## config.mk

```make
export PLATFORM = sky130hd
export DESIGN_NAME = mem_stage
export DESIGN_NICKNAME = d
export VERILOG_FILES = /design/src/rtl/mem_stage.sv
export SDC_FILE = /design/constraint.sdc
export NUM_CORES = 1
export LEC_CHECK = 0
export ABC_CLOCK_PERIOD_IN_PS = 3000
export BUFFER_PORTS_ARGS = -buffer_cell sky130_fd_sc_hd__buf_2
export CORE_ASPECT_RATIO = 2
export CORE_MARGIN = 2
export CORE_UTILIZATION = 49
export CTS_CLUSTER_SIZE = 12
export DETAILED_ROUTE_END_ITERATION = 10
export PLACE_DENSITY = 0.81
export SLEW_MARGIN = 20
export SYNTH_ARGS = -nofsm -noshare
export SYNTH_HDL_FRONTEND = slang
export SYNTH_SLANG_ARGS = --single-unit
```

## constraint.sdc

```tcl
create_clock -name clk -period 3 [get_ports clk]
set_input_delay 0.6 -clock clk [delete_from_list [all_inputs] [get_ports clk]]
set_output_delay 0.6 -clock clk [all_outputs]
set_load 0.01 [all_outputs]
```

## src/rtl/mem_stage.sv

```systemverilog
// mem_stage: memory pipeline stage with a one-entry data-SRAM response buffer and load extension.
// Optional ID bypass outputs are enabled by defining MS_BYPASS_EN (tied to zero otherwise).
module mem_stage (
  input  logic        clk,
  input  logic        reset,
  output logic        ms_allowin,
  input  logic        es_to_ms_valid,
  input  logic [31:0] es_pc,
  input  logic [31:0] es_alu_result,
  input  logic        es_mem_req,
  input  logic [4:0]  es_load_op,
  input  logic [4:0]  es_rf_waddr,
  input  logic        es_rf_we,
  input  logic        data_sram_data_ok,
  input  logic [31:0] data_sram_rdata,
  input  logic        ws_allowin,
  output logic        ms_to_ws_valid,
  output logic [31:0] ms_pc,
  output logic [31:0] ms_rf_wdata,
  output logic [4:0]  ms_rf_waddr,
  output logic        ms_rf_we,
  output logic        ms_fwd_we,
  output logic [4:0]  ms_fwd_waddr,
  output logic [31:0] ms_fwd_wdata,
  output logic        ms_fwd_blk
);
  // State bits are {wait_ok, buf_valid}.
  typedef enum logic [1:0] {WAIT_NONE = 2'b00, WAIT_OK = 2'b10, HELD = 2'b11} wait_e;

  wait_e       state, state_nxt;
  logic        ms_valid, wait_ok, buf_valid, ms_ready_go, ms_capture, buf_fill;
  logic [31:0] alu_result, buf_data, rdata, load_data;
  logic [7:0]  byte_sel;
  logic [15:0] half_sel;
  logic [4:0]  load_op;

  assign wait_ok        = state[1];
  assign buf_valid      = state[0];
  assign ms_ready_go    = !ms_valid || !wait_ok || data_sram_data_ok || buf_valid;
  assign ms_allowin     = !ms_valid || (ms_ready_go && ws_allowin);
  assign ms_to_ws_valid = ms_valid && ms_ready_go;
  assign ms_capture     = es_to_ms_valid && ms_allowin;
  assign buf_fill       = ms_valid && wait_ok && !buf_valid && data_sram_data_ok && !ws_allowin;

  always_ff @(posedge clk) begin
    if (reset) state <= WAIT_NONE;
    else       state <= state_nxt;
  end

  // A capture overrides the exit transition: the new instruction's wait_ok comes from es_mem_req.
  always_comb begin
    state_nxt = state;
    case (state)
      WAIT_OK:   if (ms_valid && data_sram_data_ok) state_nxt = ws_allowin ? WAIT_NONE : HELD;
      HELD:      if (ws_allowin) state_nxt = WAIT_NONE;
      WAIT_NONE: state_nxt = WAIT_NONE;
      default:   state_nxt = WAIT_NONE;
    endcase
    if (ms_capture) state_nxt = es_mem_req ? WAIT_OK : WAIT_NONE;
  end

  always_ff @(posedge clk) begin
    if (reset) begin
      ms_valid    <= 1'b0;
      ms_pc       <= 32'h0;
      alu_result  <= 32'h0;
      load_op     <= 5'h0;
      ms_rf_waddr <= 5'h0;
      ms_rf_we    <= 1'b0;
      buf_data    <= 32'h0;
    end else begin
      if (ms_allowin) ms_valid <= es_to_ms_valid;
      if (ms_capture) begin
        ms_pc       <= es_pc;
        alu_result  <= es_alu_result;
        load_op     <= es_load_op;
        ms_rf_waddr <= es_rf_waddr;
        ms_rf_we    <= es_rf_we;
      end
      if (buf_fill) buf_data <= data_sram_rdata;
    end
  end

  assign rdata    = buf_valid ? buf_data : data_sram_rdata;
  assign byte_sel = rdata[{alu_result[1:0], 3'b000} +: 8];
  assign half_sel = alu_result[1] ? rdata[31:16] : rdata[15:0];

  // load_op is one-hot {ld.w, ld.hu, ld.h, ld.bu, ld.b}.
  always_comb begin
    load_data = rdata;
    if (load_op[0])      load_data = {{24{byte_sel[7]}}, byte_sel};
    else if (load_op[1]) load_data = {24'h0, byte_sel};
    else if (load_op[2]) load_data = {{16{half_sel[15]}}, half_sel};
    else if (load_op[3]) load_data = {16'h0, half_sel};
  end

  assign ms_rf_wdata = (load_op != 5'h0) ? load_data : alu_result;

`ifdef MS_BYPASS_EN
  assign ms_fwd_we    = ms_valid && ms_rf_we;
  assign ms_fwd_waddr = ms_rf_waddr;
  assign ms_fwd_wdata = ms_rf_wdata;
  assign ms_fwd_blk   = ms_valid && ms_rf_we && (load_op != 5'h0) && !ms_ready_go;
`else
  assign ms_fwd_we    = 1'b0;
  assign ms_fwd_waddr = 5'h0;
  assign ms_fwd_wdata = 32'h0;
  assign ms_fwd_blk   = 1'b0;
`endif
endmodule

```

==> flow_summary_export.csv, run 1 <==
group,metric,value,unit
sta,fin_crit_sh,0.9952,
sta,worstMarginPinSlew,0.7564,ns
logic_synthesis,synth_edf_count,0,
floorplanning,rows,55,
hold_path,hp-start,"buf_data[20]",
routing,drt_iter0_markers,561,
routing,wl_per_cell,15.94,um
routing,drc_errors,0,
logic_synthesis,syn-cell-area,0.005552,sq mm
worst_setup_path,rr_startpoint,"state[0]",
floorplanning,die-area,0.01225,sq mm
routing,num_vias,5785,
worst_setup_path,cp_data_arrival_time,2.39,ns
worst_setup_path,critical_path.startpoint_type,"flip-flop",
routing,wl,16360,um
logic_synthesis,yosysSeqAreaShare,0.3967,
placement,place_congestion,0.9524,
grt,grt_pass1_vias,5265,
power_and_ir_drop,fin_total_pwr,3.626,mW
clock_network,cts-root-buf,"clkbuf_16",
logic_synthesis,yosys_warnings,0,
flow_run,maxCapViolations,0,
worst_setup_path,worst_setup_path_end_kind,"output pin",
floorplanning,start_util,0.4980,
hold_path,holdPathStages,2,
sta,fin_crit,2.986,ns
cells_and_area,diodes,0,
cells_and_area,area_delta_synth_final,21.91,%
cells_and_area,layout_common_cells,"183 x buf_2, 139 x a21oi_1, 108 x dfxtp_1",
sta,finalHoldViolations,0,
run_status,outcome,"completed",
grt,grt_overflow,0,
grt,antenna_found_initial,0,
sta,finalSetupViolations,0,
clock_network,cts_buffer_depth,2,
power_and_ir_drop,vdd_drop_max,0.3786,mV
sta,hold_ws,0.4580,ns
floorplanning,ios,224,
floorplanning,core_region_area,0.01115,sq mm
logic_synthesis,synth.avg_cell_area,7.563,sq um
cells_and_area,utilization,0.6071,
sta,fin_skew,0.004480,ns
placement,dpl.hpwl,11480,um
clock_network,path_clk_slew,0.07,ns
logic_synthesis,synth.distinct_cells,40,
grt,grt_util_all_layers,0.2559,
clock_network,numCtsBuffers,9,
placement,io_buffers,184,
clock_network,cts_tree,"yes",
routing,routed_via_density,5.638,
worst_setup_path,reg2regPathDepth,7,
logic_synthesis,synthArstFlopShare,0,
sta,setup_tns,0,ns
floorplanning,die_h,154.5,um
worst_setup_path,crit_required,2.40,ns
sta,max_freq,334.9,MHz
logic_synthesis,syn_inst,734,
routing,ant_nets,0,
hold_path,hold_path.class,"reg -> reg",
power_and_ir_drop,p_leak,2.873,nW
clock_network,cts_max_level,3,
grt,grt_max_degree,77,
clock_network,worstSkewPairLatency,0.35,ns
power_and_ir_drop,p_per_area,535.7,mW/mm^2
floorplanning,die_w,79.27,um
worst_setup_path,crit_start,"state[0]",
cells_and_area,layout-drive-gt1-share,0.2828,
sta,finalMaxSlewViolations,0,
logic_synthesis,ys_seq_elements,110,
clock_network,clock_sinks,110,
grt,grt_pass1_wl,25510,um
routing,firstDrtPassIters,5,
worst_setup_path,cp_max_fo,8,
cells_and_area,final_common_cell,"buf_2",
cells_and_area,nets,992,
sta,maxSlewHeadroom,0.4957,
sta,rsz0062_at_grt,"yes",
logic_synthesis,synth_flop_cell,"dfxtp_1",
worst_setup_path,critical_path_class,"reg -> out",
-- worst max-delay path: stages, from the launching register on --
cell,delay [ns]
dfxtp_4,0.42
mux2_4,0.32
mux4_2,0.55
a211oi_4,0.33
buf_6,0.20
a21oi_1,0.08
buf_2,0.14
-- power breakdown --
group	total, mW	internal [mW]	switching [mW]
clock network	1.30	0.739	0.557
registers	1.56	1.52	0.0415
logic	0.766	0.306	0.460
total	3.63	2.57	1.06
-- per-layer routing --
| layer | part of all wire | global-route usage | up-vias |
|---|---|---|---|
| li1 | - | - | 2771 |
| met3 | 0.081 | 0.04084 | 17 |
| met1 | 0.41 | 0.3517 | 2728 |
| met4 | 0.018 | 0.09031 | 0 |
| met2 | 0.49 | 0.4052 | 269 |
| met5 | 0 | 0 | - |
-- sequential cells by signal, summed over array words and instances (netlist names) --
signal       cells
alu_result      32
ms_rf_we         1
ms_rf_waddr      5
ms_valid         1
ms_pc           32
buf_data        32
load_op          5
state            2
-- logic make-up (layout without fill, tap and decap cells) --
group / count (synthesis) / count (layout) / synth area share
buffers and inverters: 112 / 224 / 0.1055
AOI/OAI and AO/OA: 250 / 250 / 0.2409
DFF: 110 / 110 / 0.3967
and+or+nand+nor: 223 / 223 / 0.1796
muxes: 38 / 38 / 0.07663
other: 1 / 39 / 0.0006755
-- stage by stage --
stage,cells,setup WS [ns],cell area [sq um]
after floorplan,772,0.3773,5694
after global placement,1006,0.1550,6375
after detailed placement,1006,0.1149,6375
after CTS,1022,0.0003155,6704
after global routing,1026,-0.05119,6768
final,1026,0.01445,6768
-- Yosys cell counts (3+ instances only) --
| cell | n | area [sq um] |
|---|---|---|
| a21oi_1 | 143 | 715.7 |
| a32o_1 | 6 | 60.06 |
| and3_1 | 7 | 43.79 |
| buf_1 | 8 | 30.03 |
| buf_2 | 3 | 15.01 |
| buf_4 | 39 | 292.8 |
| clkbuf_1 | 57 | 214.0 |
| dfxtp_1 | 110 | 2202 |
| mux2_2 | 12 | 135.1 |
| mux2i_1 | 23 | 230.2 |
| nand2_1 | 84 | 315.3 |
| nand2b_1 | 7 | 43.79 |
| nand3_1 | 82 | 410.4 |
| nor2_1 | 34 | 127.6 |
| o211ai_1 | 7 | 52.55 |
| o21ai_0 | 83 | 415.4 |
-- area by class of cell --
class                      count  area, sq um
clock buffer                  10        229.0
clock inverter                 6        93.84
fill                        1076         4380
inverter                       3        11.26
multi-input combinational    550         2948
sequential                   110         2207
tap                          142        177.7
timing repair buffer         205         1101
-- repair_timing --
| action | in CTS | in global routing |
|---|---|---|
| endpoints found under the setup margin | 22 | 27 |
| cloned | 0 | 1 |
| pin swaps | 0 | 1 |
| gates resized for setup | 3 | 12 |
| hold buffers | 0 | 0 |
| buffers inserted | 0 | 3 |
-- path summary, 6_finish.rpt --
kind,end,slack (ns)
max,ms_rf_wdata[19],0.01
min,buf_data[20],0.46
max reg2reg,ms_pc[30],0.86
min reg2reg,buf_data[20],0.46
Power figures use the tool's default switching activity.
==> run 2, diff against run 1 <==
Settings changed: CORE_ASPECT_RATIO 2 to 1.1.
==> run 2 against run 1 <==
Against the previous run:
- cell area is 0.11% lower
- critical path depth increased by 1
- register-to-register slack worse by 0.04 ns
- maximum frequency grew 1.6%
- largest power group unchanged
- highest routed layer is now met5
==> flow_summary_export.csv, run 2 (synthesis gave the netlist of run 1 again) <==
group,metric,value,unit
worst_setup_path,crit_required,2.40,ns
clock_network,hold_buffers,0,
worst_setup_path,critical_path.startpoint_type,"flip-flop",
worst_setup_path,reg2regPathDepth,7,
sta,finalSetupViolations,0,
power_and_ir_drop,p_leak,2.856,nW
sta,finalMaxSlewViolations,0,
hold_path,hold_path.class,"reg -> reg",
cells_and_area,reg_top3,"alu_result x32, buf_data x32, ms_pc x32",
worst_setup_path,worst_setup_path_end_kind,"output pin",
worst_setup_path,critPathSlowestCell,"mux4_2",
power_and_ir_drop,p_per_area,539.3,mW/mm^2
cells_and_area,layout_common_cells,"183 x buf_2, 143 x a21oi_1, 109 x dfxtp_1",
routing,wl,16900,um
worst_setup_path,worstPathCellList,"buf_4, mux4_2, and3_1, a211oi_4, buf_12, a21oi_1, buf_2",
grt,grt_pass1_wl,26070,um
worst_setup_path,rr_startpoint,"state[0]",
routing,drc_errors,0,
floorplanning,rows,40,
grt,grt_pass1_vias,5253,
run_status,outcome,"completed",
worst_setup_path,cp_data_arrival_time,2.34,ns
cells_and_area,layout-drive-gt1-share,0.2770,
floorplanning,die_h,115.6,um
worst_setup_path,path_buf_inv,3,
cells_and_area,final_common_cell,"buf_2",
power_and_ir_drop,vdd_drop_max,0.3114,mV
worst_setup_path,crit_family,"buffers and inverters",
floorplanning,core_region_area,0.01096,sq mm
worst_setup_path,crit_start,"state[0]",
routing,num_vias,5767,
clock_network,numCtsBuffers,9,
sta,worstMarginPinSlew,0.7635,ns
flow_run,maxCapViolations,0,
grt,antenna_found_initial,2,
placement,place_congestion,0.9591,
floorplanning,die-area,0.01220,sq mm
worst_setup_path,critical_path_class,"reg -> out",
routing,drt_iter0_markers,505,
placement,io_buffers,184,
sta,maxSlewHeadroom,0.4910,
grt,grt_max_degree,77,
sta,fin_skew,0.008006,ns
worst_setup_path,cp_max_fo,16,
clock_network,cts_tree,"yes",
cells_and_area,area_delta_synth_final,21.77,%
sta,fin_crit,2.939,ns
placement,preCtsSetupSlack,0.1598,ns
clock_network,cts_max_level,3,
clock_network,clock_sinks,110,
clock_network,worstSkewPairLatency,0.35,ns
clock_network,cts-root-buf,"clkbuf_16",
routing,wl_per_cell,16.42,um
floorplanning,ios,224,
floorplanning,die_w,105.5,um
worst_setup_path,r2r-end,"ms_pc[0]",
grt,grt_overflow,0,
worst_setup_path,cp-endpoint,"ms_rf_wdata[31]",
worst_setup_path,r2r_setup_slack,0.82,ns
clock_network,cts_buffer_depth,2,
routing,routed_via_density,5.604,
worst_setup_path,crit_path_max_incr_delay,0.51,ns
clock_network,path_clk_slew,0.08,ns
grt,grt_util_all_layers,0.2676,
worst_setup_path,cp.depth,7,
sta,rsz0062_at_grt,"no",
sta,setup_slack,0.06102,ns
routing,ant_nets,0,
sta,fin_crit_sh,0.9797,
routing,firstDrtPassIters,5,
sta,finalHoldViolations,0,
sta,max_freq,340.3,MHz
floorplanning,start_util,0.5065,
cells_and_area,nets,989,
placement,dpl.hpwl,11660,um
sta,setup_tns,0,ns
==> run 2: repair_timing <==
item                       CTS  global route
pin swaps                    0             1
resized for setup            2             3
buffers inserted             1             0
setup endpoints to repair   22             4
==> run 2: how the worst min path moves through the flow <==
stage / depth (start not counted) / slack (ns) / startpoint / endpoint
2_1_floorplan: 2 / 0.43 / buf_data[16] / buf_data[16]
3_3_place_gp: 2 / 0.44 / buf_data[27] / buf_data[27]
3_5_place_dp: 2 / 0.45 / buf_data[27] / buf_data[27]
4_1_cts: 2 / 0.46 / buf_data[27] / buf_data[27]
5_1_grt: 2 / 0.47 / buf_data[4] / buf_data[4]
6_report: 2 / 0.45 / buf_data[20] / buf_data[20]
==> run 2: layout make-up <==
| type | count | area (sq um) |
|---|---|---|
| antenna | 1 | 2.502 |
| clock buffer | 9 | 225.2 |
| clock inverter | 7 | 103.9 |
| fill | 1034 | 4200 |
| inverter | 3 | 11.26 |
| multi-input combinational | 550 | 2932 |
| sequential | 110 | 2206 |
| tap | 147 | 183.9 |
| timing repair buffer | 202 | 1096 |
==> run 2: metal layers <==
metal / track usage / up-vias / wire (um)
li1: - / 2770 / -
met1: 0.3393 / 2689 / 6868
met2: 0.4344 / 266 / 8061
met3: 0.07199 / 40 / 1459
met4: 0.1102 / 2 / 499
met5: 0 / - / 13
==> run 2: worst min-delay path, cell delays in order (launching register included) <==
cell	delay [ns]
dfxtp_1	0.31
nand2_1	0.05
a21oi_1	0.05
==> run 2: per-stage QoR <==
stage / instances / power (mW) / hold slack [ns] / cell area (sq um) / util
CTS: 1028 / 3.650 / 0.4572 / 6745 / 0.6154
finish: 1029 / 3.645 / 0.4539 / 6760 / 0.6168
global placement: 1011 / 2.344 / 0.4382 / 6406 / 0.5845
floorplan: 772 / 2.064 / 0.4329 / 5694 / -
global route: 1029 / 3.810 / 0.4732 / 6760 / 0.6168
detailed placement: 1011 / 2.348 / 0.4466 / 6406 / 0.5845
==> run 2: power by group <==
| group | total [mW] | switching (mW) | internal, mW | leakage [nW] |
|---|---|---|---|---|
| Combinational | 0.767 | 0.464 | 0.302 | 1.80 |
| Sequential | 1.56 | 0.0390 | 1.52 | 0.900 |
| Clock | 1.32 | 0.574 | 0.744 | 0.155 |
| Total | 3.65 | 1.08 | 2.57 | 2.86 |
==> run 3, diff against run 2 <==
Settings changed: ABC_CLOCK_PERIOD_IN_PS 3000 to 3500, CORE_UTILIZATION 49 to 53, PLACE_DENSITY 0.81 to 0.87, REMOVE_ABC_BUFFERS from default to 1.
Clock period 3 ns to 3.5 ns, I/O delays scaled along.
==> run 3 against run 2 <==
Against the previous run:
- global-route usage grew 1.5 points
- combinational power shrank 17%
- cell count down 0.97%
- worst setup slack improved by 0.18 ns
- core utilization is 2.8 points higher
- sequential power is 14% lower
- cell area fell by 1.8%
- register-to-register slack better by 0.62 ns
- flip-flop and latch count did not move
==> flow_summary_export.csv, run 3 (synthesis gave the netlist of run 1 again) <==
group,metric,value,unit
power_and_ir_drop,p_clk_frac,0.344,
power_and_ir_drop,power_switching,885.4,uW
grt,grt_util_all_layers,0.2828,
worst_setup_path,worst_setup_path_end_kind,"output pin",
routing,wl,16380,um
grt,grt_max_degree,111,
floorplanning,start_util,0.5392,
grt,grt_pass1_wl,25790,um
worst_setup_path,cp_data_arrival_time,2.56,ns
clock_network,cts_max_level,3,
routing,firstDrtPassIters,7,
worst_setup_path,crit_required,2.80,ns
flow_run,maxCapViolations,0,
sta,hold_ws,0.4577,ns
routing,drt_iter0_markers,499,
worst_setup_path,critical_path.startpoint_type,"flip-flop",
sta,finalHoldViolations,0,
worst_setup_path,cp-endpoint,"ms_rf_wdata[9]",
placement,place_congestion,0.9283,
sta,finalMaxSlewViolations,0,
floorplanning,die_h,111.3,um
placement,dpl.hpwl,10980,um
sta,rsz0062_at_grt,"no",
run_status,outcome,"completed",
sta,max_freq,306.8,MHz
cells_and_area,layout-drive-gt1-share,0.2686,
floorplanning,die-area,0.01131,sq mm
floorplanning,rows,39,
power_and_ir_drop,seq_power_share,0.445,
routing,num_vias,5801,
floorplanning,ios,224,
power_and_ir_drop,p_leak,2.798,nW
clock_network,numCtsBuffers,9,
clock_network,cts_setup_buffers,0,
cells_and_area,area_delta_synth_final,19.54,%
worst_setup_path,cp_max_fo,11,
routing,wl_per_cell,16.07,um
clock_network,cts-root-buf,"clkbuf_16",
cells_and_area,utilization,0.6446,
clock_network,clock_sinks,110,
worst_setup_path,rr_startpoint,"state[0]",
grt,grt_pass1_vias,5276,
placement,dp_cells,1002,
worst_setup_path,critical_path_class,"reg -> out",
cells_and_area,nets,983,
worst_setup_path,r2r-end,"ms_pc[9]",
clock_network,cts_tree,"yes",
sta,fin_skew,0.006062,ns
clock_network,cts_resized,0,
sta,fin_crit,3.259,ns
worst_setup_path,reg2regPathDepth,6,
power_and_ir_drop,combPwrFrac,0.211,
power_and_ir_drop,vdd_drop_max,0.3504,mV
sta,finalSetupViolations,0,
sta,worstMarginPinSlew,0.9072,ns
clock_network,hold_buffers,0,
worst_setup_path,crit_start,"state[0]",
hold_path,hold_path.class,"reg -> reg",
grt,grt_overflow,0,
floorplanning,core_region_area,0.01030,sq mm
routing,routed_via_density,5.693,
placement,io_buffers,184,
cells_and_area,fin_cells,1019,
cells_and_area,layout_common_cells,"183 x buf_2, 143 x a21oi_1, 109 x dfxtp_1",
grt,antenna_found_initial,1,
routing,ant_nets,0,
routing,drc_errors,0,
cells_and_area,reg_top3,"alu_result x32, buf_data x32, ms_pc x32",
clock_network,path_clk_slew,0.07,ns
floorplanning,die_w,101.6,um
power_and_ir_drop,swShare,0.2939,
clock_network,worstSkewPairLatency,0.34,ns
power_and_ir_drop,p_per_area,453.9,mW/mm^2
worst_setup_path,r2r_setup_slack,1.44,ns
clock_network,cts_buffer_depth,2,
sta,maxSlewHeadroom,0.3945,
sta,fin_crit_sh,0.9312,
power_and_ir_drop,p_int,2.127,mW
cells_and_area,final_common_cell,"buf_2",
==> run 3: cell count changes in the layout (fill, tap and decap cells not counted), moves of 2 or more <==
cell      before  now
inv_6          2    0
clkinv_2       0    2
buf_4         16   12
buf_12         3    0
==> run 3: through the flow <==
stage,total power [mW],setup TNS (ns),setup slack [ns],area [sq um]
CTS,3.014,0,0.2763,6628
global placement,1.985,0,0.3980,6326
global route,3.139,0,0.1799,6634
finish,3.012,0,0.2407,6636
detailed placement,1.993,0,0.3922,6326
floorplan,1.691,-75.38,-1.005,5120
==> run 3: layout make-up <==
type,count,area (sq um)
Fill cell,925,3660
Multi-Input combinational cell,550,2920
Sequential cell,110,2203
Timing Repair Buffer,196,1017
Clock buffer,11,242.7
Tap cell,143,178.9
Clock inverter,5,58.81
Inverter,3,12.51
Antenna cell,1,2.502
==> run 3: metal layers <==
metal / up-vias / wire length (um) / global-route usage
li1: 2766 / - / -
met3: 41 / 1627 / 0.08286
met1: 2690 / 6405 / 0.3610
met4: 0 / 564 / 0.1252
met5: - / 0 / 0
met2: 304 / 7782 / 0.4404
==> run 3: critical path, cell delays in order (launching register included) <==
cell     delay, ns
dfxtp_2       0.47
mux2_2        0.39
mux4_2        0.53
a21oi_1       0.34
buf_4         0.21
a21oi_1       0.10
buf_2         0.16
==> run 3: worst min path at each step <==
| stage | cells after the start | endpoint | startpoint | slack (ns) |
|---|---|---|---|---|
| floorplan | 2 | buf_data[16] | buf_data[16] | 0.43 |
| global placement | 2 | buf_data[30] | buf_data[30] | 0.44 |
| detailed placement | 2 | buf_data[20] | buf_data[20] | 0.45 |
| CTS | 2 | buf_data[20] | buf_data[20] | 0.46 |
| global route | 2 | buf_data[16] | buf_data[16] | 0.47 |
| finish | 2 | buf_data[3] | buf_data[3] | 0.46 |
==> run 3: power by group through the flow <==
stage	Clock [mW]	Combinational (mW)	Sequential, mW
2_1_floorplan	0	0.319	1.37
3_3_place_gp	0	0.620	1.36
3_5_place_dp	0	0.627	1.37
4_1_cts	1.05	0.630	1.34
5_1_grt	1.10	0.691	1.35
6_report	1.04	0.636	1.34
